--- src/rtl/clock_div_pkg.sv ---
// clock_div_pkg: mode encoding, tick-counter field width and divisor clamp shared by clock_div_multi.
// Optional per-channel TC counters are enabled with the CLKDIV_TICK_CNT_EN macro.
package clock_div_pkg;

  typedef enum logic {
    MODE_TOGGLE = 1'b0,
    MODE_PULSE  = 1'b1
  } mode_e;

  localparam int TICK_CNT_W = 16;
  localparam int MAX_CNT_W  = 64;

  // A divisor of 0 would never reach terminal count, so it runs as divide-by-1.
  function automatic logic [MAX_CNT_W-1:0] eff_div(input logic [MAX_CNT_W-1:0] div);
    return (div == '0) ? MAX_CNT_W'(1) : div;
  endfunction

endpackage

--- src/rtl/clock_div_chan.sv ---
// clock_div_chan: one divider channel with active/pending divisor and toggle or pulse output.
// Defining CLKDIV_TICK_CNT_EN adds a wrapping 16-bit count of terminal-count events.
module clock_div_chan
  import clock_div_pkg::*;
#(
  parameter int          CNT_W       = 32,
  parameter int unsigned DIV_DEFAULT = 500000
) (
  input  logic             i_clk,
  input  logic             i_rst_n,
  input  logic             i_en,
  input  logic             i_mode,
  input  logic             i_restart,
  input  logic             i_wr,
  input  logic [CNT_W-1:0] i_wr_val,
  output logic             o_clk,
  output logic             o_tick
`ifdef CLKDIV_TICK_CNT_EN
  ,output logic [TICK_CNT_W-1:0] o_tick_cnt
`endif
);

  logic [CNT_W-1:0] r_cnt;
  logic [CNT_W-1:0] r_div;
  logic [CNT_W-1:0] r_pend;
  logic             r_pend_vld;
  logic             r_clk;
  logic             r_tick;

  logic [CNT_W-1:0] w_div_eff;
  logic [CNT_W-1:0] w_new_div;
  logic             w_tc;
  logic             w_has_new;
  logic             w_apply;

  assign w_div_eff = CNT_W'(eff_div(MAX_CNT_W'(r_div)));
  assign w_tc      = i_en && (r_cnt == w_div_eff - CNT_W'(1));
  // A write landing on an apply edge bypasses pend so the newest value takes effect there.
  assign w_has_new = i_wr || r_pend_vld;
  assign w_new_div = i_wr ? i_wr_val : r_pend;
  assign w_apply   = i_restart || !i_en || w_tc;

  // NOTE: sequential state uses non-blocking assignments so every register samples pre-edge values.
  always_ff @(posedge i_clk or negedge i_rst_n) begin
    if (!i_rst_n) begin
      r_cnt      <= '0;
      r_div      <= CNT_W'(DIV_DEFAULT);
      r_pend     <= '0;
      r_pend_vld <= 1'b0;
      r_clk      <= 1'b0;
      r_tick     <= 1'b0;
    end else begin
      if (w_apply && w_has_new) begin
        r_div      <= w_new_div;
        r_pend_vld <= 1'b0;
      end else if (i_wr) begin
        r_pend     <= i_wr_val;
        r_pend_vld <= 1'b1;
      end

      if (i_restart || !i_en) begin
        r_cnt  <= '0;
        r_clk  <= 1'b0;
        r_tick <= 1'b0;
      end else begin
        r_tick <= w_tc && (i_mode == MODE_PULSE);
        if (w_tc) begin
          r_cnt <= '0;
          if (i_mode == MODE_TOGGLE) r_clk <= ~r_clk;
        end else begin
          r_cnt <= r_cnt + CNT_W'(1);
        end
      end
    end
  end

  assign o_clk  = r_clk;
  assign o_tick = r_tick;

`ifdef CLKDIV_TICK_CNT_EN
  logic [TICK_CNT_W-1:0] r_tick_cnt;

  always_ff @(posedge i_clk or negedge i_rst_n) begin
    if (!i_rst_n) begin
      r_tick_cnt <= '0;
    end else if (i_restart || !i_en) begin
      r_tick_cnt <= '0;
    end else if (w_tc) begin
      r_tick_cnt <= r_tick_cnt + TICK_CNT_W'(1);
    end
  end

  assign o_tick_cnt = r_tick_cnt;
`endif

endmodule

--- src/rtl/clock_div_multi.sv ---
// clock_div_multi: N_CH independent programmable clock dividers with shared write port and restart.
// Defining CLKDIV_TICK_CNT_EN adds the tick_cnt output (16 bits per channel).
module clock_div_multi
  import clock_div_pkg::*;
#(
  parameter int          N_CH        = 4,
  parameter int          CNT_W       = 32,
  parameter int unsigned DIV_DEFAULT = 500000
) (
  input  logic                                       clock_in,
  input  logic                                       reset_n,
  input  logic [N_CH-1:0]                            en,
  input  logic [N_CH-1:0]                            mode,
  input  logic                                       sync_restart,
  input  logic                                       div_wr,
  input  logic [((N_CH > 1) ? $clog2(N_CH) : 1)-1:0] div_ch,
  input  logic [CNT_W-1:0]                           div_val,
  output logic                                       div_ack,
  output logic [N_CH-1:0]                            clock_out,
  output logic [N_CH-1:0]                            tick
`ifdef CLKDIV_TICK_CNT_EN
  ,output logic [N_CH*TICK_CNT_W-1:0]                tick_cnt
`endif
);

  localparam int CH_W = (N_CH > 1) ? $clog2(N_CH) : 1;

  logic            w_wr_ok;
  logic [N_CH-1:0] w_wr;
  logic            r_ack;

  // Channel numbers beyond N_CH are representable when N_CH is not a power of two.
  assign w_wr_ok = div_wr && (32'(div_ch) < N_CH);

  always_ff @(posedge clock_in or negedge reset_n) begin
    if (!reset_n) r_ack <= 1'b0;
    else          r_ack <= w_wr_ok;
  end

  assign div_ack = r_ack;

  for (genvar i = 0; i < N_CH; i++) begin : g_ch
    assign w_wr[i] = w_wr_ok && (div_ch == CH_W'(i));

    clock_div_chan #(
      .CNT_W       (CNT_W),
      .DIV_DEFAULT (DIV_DEFAULT)
    ) u_chan (
      .i_clk      (clock_in),
      .i_rst_n    (reset_n),
      .i_en       (en[i]),
      .i_mode     (mode[i]),
      .i_restart  (sync_restart),
      .i_wr       (w_wr[i]),
      .i_wr_val   (div_val),
      .o_clk      (clock_out[i]),
      .o_tick     (tick[i])
`ifdef CLKDIV_TICK_CNT_EN
      ,.o_tick_cnt (tick_cnt[i*TICK_CNT_W +: TICK_CNT_W])
`endif
    );
  end

endmodule

--- config.mk ---
export PLATFORM = sky130hd
export DESIGN_NAME = clock_div_multi
export DESIGN_NICKNAME = d
export VERILOG_FILES = /design/src/rtl/clock_div_pkg.sv /design/src/rtl/clock_div_chan.sv /design/src/rtl/clock_div_multi.sv
export SDC_FILE = /design/constraint.sdc
export NUM_CORES = 1
export LEC_CHECK = 0
export ABC_CLOCK_PERIOD_IN_PS = 11600
export CELL_PAD_IN_SITES_DETAIL_PLACEMENT = 0
export CELL_PAD_IN_SITES_GLOBAL_PLACEMENT = 1
export CORE_ASPECT_RATIO = 1.25
export CORE_UTILIZATION = 53
export DETAILED_ROUTE_END_ITERATION = 10
export MAX_ROUTING_LAYER = met4
export PLACE_DENSITY = 0.85
export SETUP_SLACK_MARGIN = 0.3
export SLEW_MARGIN = 15
export SYNTH_ARGS = -nofsm -noshare
export SYNTH_HDL_FRONTEND = slang
export SYNTH_HIERARCHICAL = 1
export SYNTH_SLANG_ARGS = --single-unit
--- constraint.sdc ---
create_clock -name clock_in -period 11.6 [get_ports clock_in]
set_input_delay 1.74 -clock clock_in [delete_from_list [all_inputs] [get_ports clock_in]]
set_output_delay 1.74 -clock clock_in [all_outputs]
set_load 0.1 [all_outputs]
==> results of run 1 <==
[final cells by class]
cell class              instances  area, um^2
diodes                          2       5.005
clock buffers                  65        1281
clock inverters                12       190.2
fillers                      4313       20270
inverters                      36       135.1
multi-input cells            2302       15140
flip-flops and latches        397        9972
well taps                     644       805.8
repair buffers                 91       848.3
[logic make-up after synthesis]
group	synth area share, %
AOI/OAI and AO/OA	17.41
xor gates and xnor gates	9.258
adders and majority gates	0.3806
buffers and inverters	4.586
DFF	37.91
muxes	9.077
and+or+nand+nor	21.38
[registers in the layout (all words and copies together), names as in the netlist]
register and cells:
g_ch.u_chan/r_pend_vld 4, g_ch.u_chan/o_clk 4, g_ch.u_chan/r_pend 128, div_ack 1, g_ch.u_chan/r_div 128, g_ch.u_chan/o_tick 4, g_ch.u_chan/r_cnt 128
[power groups by stage]
stage          Clock [uW]  Sequential (uW)  Combinational, uW
6_report             1460             2020               1220
2_1_floorplan           0             1810               1080
4_1_cts              1500             2010               1220
3_5_place_dp            0             2030               1210
5_1_grt              1540             2060               1360
3_3_place_gp            0             2010               1180
[placed cells by master, fill, tap and decap left out, drive strengths merged, types with 48 or more instances in the layout]
cell           synthesis  routed
a221o                 64      64
clkbuf               150      65
nand3                 76      76
a21oi                206     206
nor3                  76      76
nor2b                 76      76
nand2                226     226
clkdlybuf4s50          0      53
xnor2                138     138
nor2                 354     354
o22ai                122     122
xor2                 140     140
a31oi                 72      72
mux2                 128     128
nor4                  48      48
dfrtp                369     369
o21ai                150     150
mux2i                 72      72
[final timing paths]
path	slack (ns)	depth (start not counted)	endpoint	from
setup reg to reg	5.62	15	g_ch[2].u_chan/r_pend[21]	g_ch[2].u_chan/r_div[25]
min in group asynchronous	1.11	1	g_ch[2].u_chan/r_cnt[25]	reset_n
hold / removal	0.51	1	g_ch[0].u_chan/r_pend[31]	g_ch[0].u_chan/r_pend[31]
setup / recovery	5.62	15	g_ch[2].u_chan/r_pend[21]	g_ch[2].u_chan/r_div[25]
hold reg to reg	0.51	1	g_ch[0].u_chan/r_pend[31]	g_ch[0].u_chan/r_pend[31]
max in group asynchronous	8.86	2	g_ch[1].u_chan/r_pend_vld	reset_n
[layer usage]
layer / up-vias / routed length, um
met5: - / 0
met4: 0 / 3458
met3: 151 / 4046
met2: 723 / 34710
met1: 11097 / 34890
li1: 10529 / -
[per-stage QoR]
step | utilization (%) | std cells
after global routing | 58.33 | 3547
final | 58.34 | 3549
after CTS | 58.32 | 3547
after detailed placement | 55.30 | 3470
after global placement | 55.30 | 3470
after floorplan | - | 2967
==> metrics.md, run 1 <==
| Metric | Value |
|---|---|
| Post-synth top area share | `35.11%` |
| Endpoint class of the critical path | `flop` |
| Dominant cells by area after synthesis | `dfrtp_1 35%, nor2_1 5.0%, xor2_1 4.7%` |
| Layout Skew | `0.01324 ns` |
| Worst skew pair latency | `0.59 ns` |
| Placed cell area | `26900 um^2` |
| Reg power frac | `43.0%` |
| CP cell instances | `or4_1, nor3_2, a41oi_1, ha_1, nand2b_1, or4_1, xnor2_1, or4_1, or4_1, or3_1, nor4b_4, buf_4, nor2_2, buf_4, mux2_1` |
| Vias after detailed routing | `22.50k` |
| Die Ht | `251.1 um` |
| Asr flop ratio synth | `100.0%` |
| Max IR drop VDD | `0.0001108 V` |
| Initial antenna violation count | `0` |
| Slew Viols, Final | `0` |
| Total GRT Usage | `31.33%` |
| Sw Ratio | `34.06%` |
| H-Tree Depth | `2` |
| Unique cell type count in the Yosys netlist | `79` |
| First-pass GRT wire length | `122500 um` |
| Register area share after synthesis | `37.91%` |
| Arr. time, crit path | `6.43 ns` |
| Power Dens Cells | `166.0 nW/um^2` |
| WL/cell | `21.73 um` |
| Status | `finished, final reports clean` |
| Cell Area, Synth | `26300 um^2` |
| Mean Syn Cell Area | `8.864 um^2` |
| Detail Route Antenna Nets | `0` |
| Via density per instance | `6.340` |
| I/O pin count | `55` |
| Crit Path Max Fanout | `36` |
| Dominant cell type by area after synthesis | `dfrtp_1` |
| Grt peak-use layer | `met2` |
| Endpoints failing hold | `0` |
| Fin crit period | `5.976 ns` |
| TritonCTS clock tree | `built` |
| Syn nets | `3021` |
| Hold slack | `0.5096 ns` |
| Setup CP Type | `flop to flop` |
| Final cycle utilization of the critical path | `51.52%` |
| Largest net degree at the start of global routing | `171` |
| Max-cap viol count | `0` |
| CTS sink count | `397` |
| RSZ-0062 raised after global routing | `no` |
| Finished Cell Area | `28380 um^2` |
| Fin Setup TNS | `0 ns` |
| Initial DRC count | `1652` |
| CP delay by family, top | `simple AND/OR/NAND/NOR gates` |
| Final WS setup | `5.624 ns` |
| Maximum clock frequency | `167.3 MHz` |
| Slew Limit Headroom | `29.35%` |
| Worst Path Required | `12.06 ns` |
| Net Sw Power | `1605 uW` |
| Total Nets Final | `2925` |
| Syn Inst Count | `2967` |
| Hold-fix buffers, CTS | `0` |
| Top FF cell, synth | `dfrtp_1` |
| Gr ovfl total | `0` |
| Power Internal | `3107 uW` |
| Clock share of power | `31.1%` |
| M2 GR Usage | `47.38%` |
| Number of synthesized flops with an enable pin | `0` |
| Cell Rows | `90` |
| Grt met3 use | `2.826%` |
| Die footprint | `50520 um^2` |
| Maximum clock path buffer count | `3` |
| Area Overhead vs Synth | `7.902%` |
| Worst Max-Slew Pin Slew | `1.060 ns` |
| Hold Path Class | `flop to flop` |
| Starting Density | `54.06%` |
| Critical path buffer and inverter count | `2` |
| Dpl hpwl | `50320 um` |
| DRC errors left | `0` |
| # resized after CTS | `0` |
| Number of synthesized register bits | `397` |
| Synth top cells by count | `369 x dfrtp_1, 352 x nor2_1, 224 x nand2_1` |
| Highest-delay cell along the critical path | `or4_1` |
| CTS clk-pin slew, worst paths | `0.07 ns` |
| Vias in the first global route | `21.70k` |
| Share of cells above drive strength 1 | `9.301%` |
| Core footprint | `48650 um^2` |
| Pre-CTS setup slack | `5.370 ns` |
| Leakage | `0.01116 uW` |
| CP Launch Type | `flop` |
| Final setup viols | `0` |
| Met1 usage | `42.90%` |
| PortBufs | `54` |
| Total power draw | `4712 uW` |
| Combinational power share | `26.0%` |
| Post-CTS setup buffers | `0` |
| Die X | `201.2 um` |
| Most frequent CP cell | `or4_1` |
| Root buf cell | `clkbuf_16` |
| Count leader, synth | `dfrtp_1` |
| Final wirelength | `77110 um` |
| CTS Buf Count | `43` |
| Final GP Congestion | `0.9400` |
| Max incr delay on CP | `0.61 ns` |
| Synth warnings | `6` |
| DR pass1 iterations | `5` |
Power figures use the tool's default switching activity.
==> run 2, diff against run 1 <==
--- a/config.mk
+++ b/config.mk
@@ -5,14 +5,14 @@
 export SDC_FILE = /design/constraint.sdc
 export NUM_CORES = 1
 export LEC_CHECK = 0
-export ABC_CLOCK_PERIOD_IN_PS = 11600
+export ABC_CLOCK_PERIOD_IN_PS = 5300
 export CELL_PAD_IN_SITES_DETAIL_PLACEMENT = 0
 export CELL_PAD_IN_SITES_GLOBAL_PLACEMENT = 1
 export CORE_ASPECT_RATIO = 1.25
-export CORE_UTILIZATION = 53
+export CORE_UTILIZATION = 45
 export DETAILED_ROUTE_END_ITERATION = 10
 export MAX_ROUTING_LAYER = met4
-export PLACE_DENSITY = 0.85
+export PLACE_DENSITY = 0.77
 export SETUP_SLACK_MARGIN = 0.3
 export SLEW_MARGIN = 15
 export SYNTH_ARGS = -nofsm -noshare
==> constraint.sdc (replaced) <==
create_clock -name clock_in -period 5.3 [get_ports clock_in]
set_input_delay 0.795 -clock clock_in [delete_from_list [all_inputs] [get_ports clock_in]]
set_output_delay 0.795 -clock clock_in [all_outputs]
set_load 0.1 [all_outputs]
==> metrics.md, run 2 (synthesis results as in run 1) <==
| Metric | Value |
|---|---|
| Status | `finished, final reports clean (unchanged)` |
| Final WS setup | `0.4771 ns (was 5.624 ns)` |
| Leakage | `0.01165 uW (was 0.01116 uW)` |
| CTS Buf Count | `46 (was 43)` |
| Final GP Congestion | `0.9090 (was 0.9400)` |
| CP Launch Type | `flop (unchanged)` |
| Gr ovfl total | `0 (unchanged)` |
| Crit Path Max Fanout | `13 (was 36)` |
| Total Nets Final | `2998 (was 2925)` |
| Layout Skew | `0.02766 ns (was 0.01324 ns)` |
| Filler Cell Count | `5292 (was 4313)` |
| Area Overhead vs Synth | `11.67% (was 7.902%)` |
| Final wirelength | `80780 um (was 77110 um)` |
| CTS clk-pin slew, worst paths | `0.06 ns (was 0.07 ns)` |
| Die Ht | `272.3 um (was 251.1 um)` |
| RSZ-0062 raised after global routing | `no (unchanged)` |
| Maximum clock frequency | `207.3 MHz (was 167.3 MHz)` |
| Slew Limit Headroom | `34.08% (was 29.35%)` |
| Share of cells above drive strength 1 | `12.14% (was 9.301%)` |
| Initial antenna violation count | `0 (unchanged)` |
| TritonCTS clock tree | `built (unchanged)` |
| Dpl hpwl | `53700 um (was 50320 um)` |
| Core footprint | `57510 um^2 (was 48650 um^2)` |
| Endpoint class of the critical path | `flop (unchanged)` |
| DR pass1 iterations | `5 (unchanged)` |
| Fin crit period | `4.823 ns (was 5.976 ns)` |
| Most common cell after layout, fill and taps aside | `dfrtp_1 (unchanged)` |
| CTS sink count | `397 (unchanged)` |
| Cell Rows | `98 (was 90)` |
| Max IR drop VDD | `0.0002312 V (was 0.0001108 V)` |
| Largest net degree at the start of global routing | `79 (was 171)` |
| Vias in the first global route | `22.38k (was 21.70k)` |
| Root buf cell | `clkbuf_16 (unchanged)` |
| WL/cell | `21.64 um (was 21.73 um)` |
| Worst Max-Slew Pin Slew | `0.9864 ns (was 1.060 ns)` |
| Final cycle utilization of the critical path | `91.00% (was 51.52%)` |
| H-Tree Depth | `2 (unchanged)` |
| Slew Viols, Final | `0 (unchanged)` |
| Top flop regs | `g_ch.u_chan/r_cnt x128, g_ch.u_chan/r_div x128, g_ch.u_chan/r_pend x128 (unchanged)` |
| Worst skew pair latency | `0.60 ns (was 0.59 ns)` |
| First-pass GRT wire length | `127900 um (was 122500 um)` |
| Worst Path Required | `5.79 ns (was 12.06 ns)` |
| Fin Setup TNS | `0 ns (unchanged)` |
| Power Dens Cells | `365.0 nW/um^2 (was 166.0 nW/um^2)` |
| Total GRT Usage | `28.00% (was 31.33%)` |
| Die X | `218.2 um (was 201.2 um)` |
| Hold-fix buffers, CTS | `0 (unchanged)` |
| Vias after detailed routing | `23.01k (was 22.50k)` |
| Detail Route Antenna Nets | `0 (unchanged)` |
| Setup CP Type | `flop to flop (unchanged)` |
| Endpoints failing hold | `0 (unchanged)` |
| PortBufs | `54 (unchanged)` |
| I/O pin count | `55 (unchanged)` |
| Max-cap viol count | `0 (unchanged)` |
| DRC errors left | `0 (unchanged)` |
| Starting Density | `45.73% (was 54.06%)` |
| Via density per instance | `6.167 (was 6.340)` |
| Commonest non-fill, non-tap cells in the layout | `367 x dfrtp_1, 352 x nor2_1, 224 x nand2_1, 206 x a21oi_1, 140 x xor2_1 (unchanged)` |
| Die footprint | `59420 um^2 (was 50520 um^2)` |
| Pre-CTS setup slack | `0.3346 ns (was 5.370 ns)` |
| Maximum clock path buffer count | `3 (unchanged)` |
| Initial DRC count | `2119 (was 1652)` |
| Final setup viols | `0 (unchanged)` |
| Arr. time, crit path | `5.31 ns (was 6.43 ns)` |
| Hold Path Class | `primary input to asynchronous set/reset pin (was flop to flop)` |
==> run 2: through the flow <==
step                      cells  area (um^2)  power [uW]  hold slack [ns]  util [%]
after CTS                  3718        29170       10710           0.2071     50.72
after global placement     3633        27560        7141           0.4874     47.93
after floorplan            2967        26320        6328           0.4634         -
after global routing       3731        29370       11310           0.2315     51.07
after detailed placement   3633        27560        7270           0.4933     47.93
final                      3732        29370       10720           0.1907     51.07
==> run 2: path summary, 6_finish.rpt <==
| path | from | endpoint | slack, ns | cells past startpoint |
|---|---|---|---|---|
| worst min register to register | g_ch[0].u_chan/r_cnt[0] | g_ch[0].u_chan/r_cnt[0] | 0.50 | 1 |
| max in group asynchronous | reset_n | g_ch[1].u_chan/r_cnt[0] | 3.87 | 2 |
| worst max-delay path | g_ch[0].u_chan/r_div[3] | g_ch[0].u_chan/r_pend[8] | 0.48 | 14 |
| min in group clock_in | g_ch[0].u_chan/r_cnt[0] | g_ch[0].u_chan/r_cnt[0] | 0.50 | 1 |
| worst min-delay path | reset_n | g_ch[2].u_chan/r_cnt[13] | 0.19 | 1 |
| worst max register to register | g_ch[0].u_chan/r_div[3] | g_ch[0].u_chan/r_pend[8] | 0.48 | 14 |
==> run 2: cell type report <==
type / instances / area [um^2] / share of cell area (%)
multi-input combinational: 2302 / 15210 / 51.79
sequential: 397 / 9972 / 33.95
timing repair buffer: 161 / 1504 / 5.121
clock buffer: 76 / 1478 / 5.031
tap: 750 / 938.4 / 3.195
inverter: 36 / 135.1 / 0.4601
clock inverter: 9 / 128.9 / 0.4388
antenna: 1 / 2.502 / 0.008520
==> run 2: critical path, cell delays in order (launching register included) <==
cell and delay [ns]:
dfrtp_1 0.38, nor4_1 0.71, and4b_1 0.43, a41oi_4 0.23, ha_1 0.32, or4b_1 0.29, nor2_1 0.11, xor2_1 0.17
o21ai_0 0.40, o2111ai_1 0.31, a211oi_2 0.35, nand4_4 0.16, nand3_4 0.28, buf_4 0.24, mux2_4 0.32
==> run 2: timing repair <==
item	4_1_cts	5_1_grt
setup endpoints to repair	0	264
resized for setup	0	26
buffers inserted	0	12
==> run 2: where the power goes <==
group	total [uW]	switching [uW]	internal [uW]
registers	4290	712	3580
logic	3030	1580	1450
clock network	3400	1360	2040
==> run 2: metal layers <==
layer	up-vias	wire length (um)	global-route usage (%)
met5	-	0	-
met4	0	2845	10.31
met3	134	4373	3.049
met2	716	38530	44.74
met1	11478	35030	36.52
li1	10686	-	-
==> patch 1: new RTL, config.mk and constraints of run 1 <==
The option `CLKDIV_TICK_CNT_EN` is turned on by a define.
--- a/src/rtl/clock_div_chan.sv
+++ b/src/rtl/clock_div_chan.sv
@@ -1,4 +1,6 @@
 // clock_div_chan: one divider channel with active/pending divisor and toggle or pulse output.
 // Defining CLKDIV_TICK_CNT_EN adds a wrapping 16-bit count of terminal-count events.
+`define CLKDIV_TICK_CNT_EN
+
 module clock_div_chan
   import clock_div_pkg::*;
Behaviour (old outputs only; new: tick_cnt): same outputs for any inputs over 4 cycles, from zero or initial values and one cycle with reset_n low; that may be too few to reach the edited logic, so the function may still have changed.
==> patch 1 against run 1 <==
Hold slack improved by 0.020 ns; maximum frequency rose by 2.8%; cell count rose by 17%; clock skew rose by 0.0016 ns; setup slack improved by 0.16 ns; final area rose by 19%; synthesized area rose by 18%; wire length rose by 20%; sequential share of layout area fell by 0.97 points; total power rose by 7.7%; sequential cell count rose by 64; largest cell class unchanged.
==> patch 1: results (changes against run 1) <==
metric	value	unit	change
grt_pass1_wl	148000	microns	+21%
synth-compound-area-share	0.147		-0.0273
drive_gt1_frac	0.0958		+0.00278
muxShareOfSynthArea	0.124		+0.0329
track_usage	0.319		+0.00565
reg2regPathDepth	14		-1
cts_inserted_buffers	49		+14%
ys_seq_area_frac	0.372		-0.00705
vias_per_cell	6.57		+3.7%
r2r_end	g_ch[3].u_chan/r_cnt[29]$_DFF_PN0_		
fin_skew	0.0148	ns	+0.00158 ns
syn_nets	3484		+15%
nFillCells	5070		+18%
synth_cell_types	79		unchanged
antenna_found_initial	1		+1
port_buffers	118		+120%
slowest_delay	0.98	ns	+0.37 ns
grt_start_max_net_pins	176		+2.9%
synth_xor_area_frac	0.0741		-0.0185
ir_drop	0.129	mV	+16%
synth_fa_ha_area_frac	0.00483		+0.00102
crit_path_top_delay_cell	nor4_1		
worst_slew_pin_slew	1.12	ns	+0.0627 ns
synthTopCellsByArea	dfrtp_1 (35%), mux2i_1 (7.4%), nor2_1 (4.8%)		
avgRoutedWirePerCell	22.4	microns	+3.1%
gp_congestion	0.968		+3.0%
crit_arrival	6.25	ns	-0.18 ns
dp_hpwl	63000	microns	+25%
min_to	g_ch[3].u_chan/r_pend[31]$_DFFE_PN0N_		
synthTopCellsByCount	dfrtp_1 (433), nor2_1 (399), mux2i_1 (229)		
timing.rr.start	g_ch[3].u_chan/r_div[3]$_DFFE_PN0P_		
crit_fanout	32		-11%
drtIter0Drc	2334		+41%
first_global_vias	26500		+22%
diodes	0		-2
status	finished, final reports clean		
final_nets	3414		+17%
p_leak	12.8	nW	+15%
hp-start	g_ch[3].u_chan/r_pend[31]$_DFFE_PN0N_		
clk_path_buf_depth	3		unchanged
patch 1: worst max path at each step:
| stage | endpoint | startpoint | slack [ns] | cells after the start |
|---|---|---|---|---|
| after floorplan | g_ch[0].u_chan/r_div[13]$_DFFE_PN1P_ | g_ch[0].u_chan/r_div[16]$_DFFE_PN1P_ | 6.78 | 16 |
| after global placement | g_ch[3].u_chan/r_cnt[26]$_DFF_PN0_ | g_ch[3].u_chan/r_div[3]$_DFFE_PN0P_ | 5.75 | 14 |
| after detailed placement | g_ch[3].u_chan/r_cnt[24]$_DFF_PN0_ | g_ch[3].u_chan/r_div[3]$_DFFE_PN0P_ | 5.79 | 14 |
| after CTS | g_ch[3].u_chan/r_cnt[29]$_DFF_PN0_ | g_ch[3].u_chan/r_div[3]$_DFFE_PN0P_ | 5.74 | 14 |
| after global routing | g_ch[3].u_chan/r_cnt[7]$_DFF_PN0_ | g_ch[3].u_chan/r_div[25]$_DFFE_PN0P_ | 5.36 | 14 |
| final | g_ch[3].u_chan/r_cnt[29]$_DFF_PN0_ | g_ch[3].u_chan/r_div[3]$_DFFE_PN0P_ | 5.79 | 14 |
patch 1: stage by stage:
| stage | util | instance area [sq um] | hold WS, ns | std cells | power [W] |
|---|---|---|---|---|---|
| 2_1_floorplan | - | 31100 | 0.496 | 3426 | 0.00316 |
| 3_3_place_gp | 0.562 | 32400 | 0.513 | 4055 | 0.00347 |
| 3_5_place_dp | 0.562 | 32400 | 0.512 | 4055 | 0.00354 |
| 4_1_cts | 0.588 | 33900 | 0.525 | 4143 | 0.00509 |
| 5_1_grt | 0.588 | 33900 | 0.547 | 4143 | 0.00534 |
| 6_report | 0.588 | 33900 | 0.530 | 4143 | 0.00507 |
patch 1: layout make-up:
class,instances,share of cell area
clock buffer,80,0.0423
timing repair buffer,159,0.0445
tap,750,0.0277
clock inverter,8,0.00207
sequential,461,0.342
inverter,40,0.00443
multi-input combinational,2645,0.537
patch 1: layer usage:
metal	vias to the layer above	track usage	share of wire
met4	0	0.135	0.042
met1	13600	0.412	0.43
met5	-	-	0
met3	193	0.0326	0.052
li1	12500	-	-
met2	886	0.510	0.48
patch 1: where the power goes:
| group | internal (W) | leakage (nW) | switching (W) | total, W |
|---|---|---|---|---|
| clock | 0.000860 | 0.729 | 0.000668 | 0.00153 |
| combinational | 0.000607 | 6.19 | 0.000692 | 0.00130 |
| sequential | 0.00184 | 5.92 | 0.000402 | 0.00225 |
patch 1: logic make-up (layout without fill, tap and decap cells):
family | count (synthesis) | count (layout)
and+or+nand+nor | 1348 | 1348
xor gates and xnor gates | 263 | 263
muxes | 357 | 357
DFF | 461 | 461
buffers and inverters | 320 | 287
adders and majority gates | 12 | 12
AOI/OAI and AO/OA | 665 | 665
==> patch 2: new RTL, flow settings as in run 1 <==
Without the edit above. Register the inputs `mode`, `div_wr`, `div_ch` and `div_val` before use. The logic sees them one clock later. The other inputs are not delayed to match.
--- a/src/rtl/clock_div_multi.sv
+++ b/src/rtl/clock_div_multi.sv
@@ -26,4 +26,16 @@
   localparam int CH_W = (N_CH > 1) ? $clog2(N_CH) : 1;
 
+  logic [N_CH-1:0] mode_q;
+  logic div_wr_q;
+  logic [((N_CH > 1) ? $clog2(N_CH) : 1)-1:0] div_ch_q;
+  logic [CNT_W-1:0] div_val_q;
+
+  always_ff @(posedge clock_in) begin
+    mode_q    <= mode;
+    div_wr_q  <= div_wr;
+    div_ch_q  <= div_ch;
+    div_val_q <= div_val;
+  end
+
   logic            w_wr_ok;
   logic [N_CH-1:0] w_wr;
@@ -31,5 +43,5 @@
 
   // Channel numbers beyond N_CH are representable when N_CH is not a power of two.
-  assign w_wr_ok = div_wr && (32'(div_ch) < N_CH);
+  assign w_wr_ok = div_wr_q && (32'(div_ch_q) < N_CH);
 
   always_ff @(posedge clock_in or negedge reset_n) begin
@@ -41,5 +53,5 @@
 
   for (genvar i = 0; i < N_CH; i++) begin : g_ch
-    assign w_wr[i] = w_wr_ok && (div_ch == CH_W'(i));
+    assign w_wr[i] = w_wr_ok && (div_ch_q == CH_W'(i));
 
     clock_div_chan #(
@@ -50,8 +62,8 @@
       .i_rst_n    (reset_n),
       .i_en       (en[i]),
-      .i_mode     (mode[i]),
+      .i_mode     (mode_q[i]),
       .i_restart  (sync_restart),
       .i_wr       (w_wr[i]),
-      .i_wr_val   (div_val),
+      .i_wr_val   (div_val_q),
       .o_clk      (clock_out[i]),
       .o_tick     (tick[i])
Check against the original RTL: not equivalent (a bounded check fails within 4 cycles, from zero or initial values and one cycle with reset_n low).
==> patch 2 against run 1 <==
Total power rose by 5.2%; sequential cell count rose by 39; final area rose by 3.1%; first-iteration DRC count rose by 33%; via count rose by 2.3%; wire length rose by 2.7%; critical path depth fell by 1; synthesized area rose by 3.0%; setup slack got worse by 0.047 ns; critical path type unchanged.
==> patch 2: results (changes against run 1) <==
metric	value	unit	change
dpl_worst_slack	5.41	ns	+0.0373 ns
num_vias	23000		+2.3%
rrSetupSlack	5.58	ns	-0.05 ns
wirelength	79200	microns	+2.7%
ys_seq_area_frac	0.397		+0.0179
fin_skew	0.0226	ns	+0.00935 ns
r2r_end	g_ch[3].u_chan/r_div[11]$_DFFE_PN0P_		
holdWs	0.388	ns	-0.121 ns
syn_inst	3006		+1.3%
seq_share	0.368		+0.0161
ir_drop	0.111	mV	+0.34%
first_global_vias	22300		+2.6%
cts_inserted_buffers	46		+7.0%
status	finished, final reports clean		
synthTopCellsByArea	dfrtp_1 (34%), nor2_1 (4.9%), xor2_1 (4.5%)		
reg2regPathDepth	14		-1
drtIter0Drc	2201		+33%
fin_crit_sh	0.519		+0.00406
synth_cell_types	80		+1.3%
vias_per_cell	6.38		+0.68%
dpl_cell_area	0.0277	sq mm	+2.9%
firstDrtPassIters	8		+3
clk_share	0.0541		+0.00220
min_to	div_ack$_DFF_PN0_		
p_leak	11.5	nW	+3.4%
buffers	89		-2.2%
track_usage	0.313		about the same
==> patch 2: worst register-to-register path: cells and delay by family, from the launching register on <==
family,cells,cell delay [ns]
simple gates,9,3.95
compound gates,2,0.68
flops,1,0.47
buf+inv,1,0.40
fa+ha+maj,1,0.39
xor+xnor,1,0.07
==> patch 2: kinds of logic after synthesis <==
kind of cell,count (synthesis),synth area share
flops,436,0.397
xor+xnor,278,0.0899
mux,200,0.0882
fa+ha+maj,8,0.00370
buf+inv,268,0.0445
compound gates,720,0.169
simple gates,1096,0.208
==> patch 2: layer usage <==
layer  track usage  part of all wire  up-vias
met2         0.485              0.47      720
li1              -                 -    10600
met5             -                 0        -
met3        0.0395             0.054      152
met4         0.129             0.041        0
met1         0.415              0.44    11500
==> patch 2: power groups by stage <==
stage	Combinational (W)	Clock [W]	Sequential, W
detailed placement	0.00118	0	0.00221
global placement	0.00114	0	0.00219
finish	0.00119	0.00156	0.00221
CTS	0.00119	0.00159	0.00219
floorplan	0.00108	0	0.00197
global route	0.00133	0.00165	0.00224
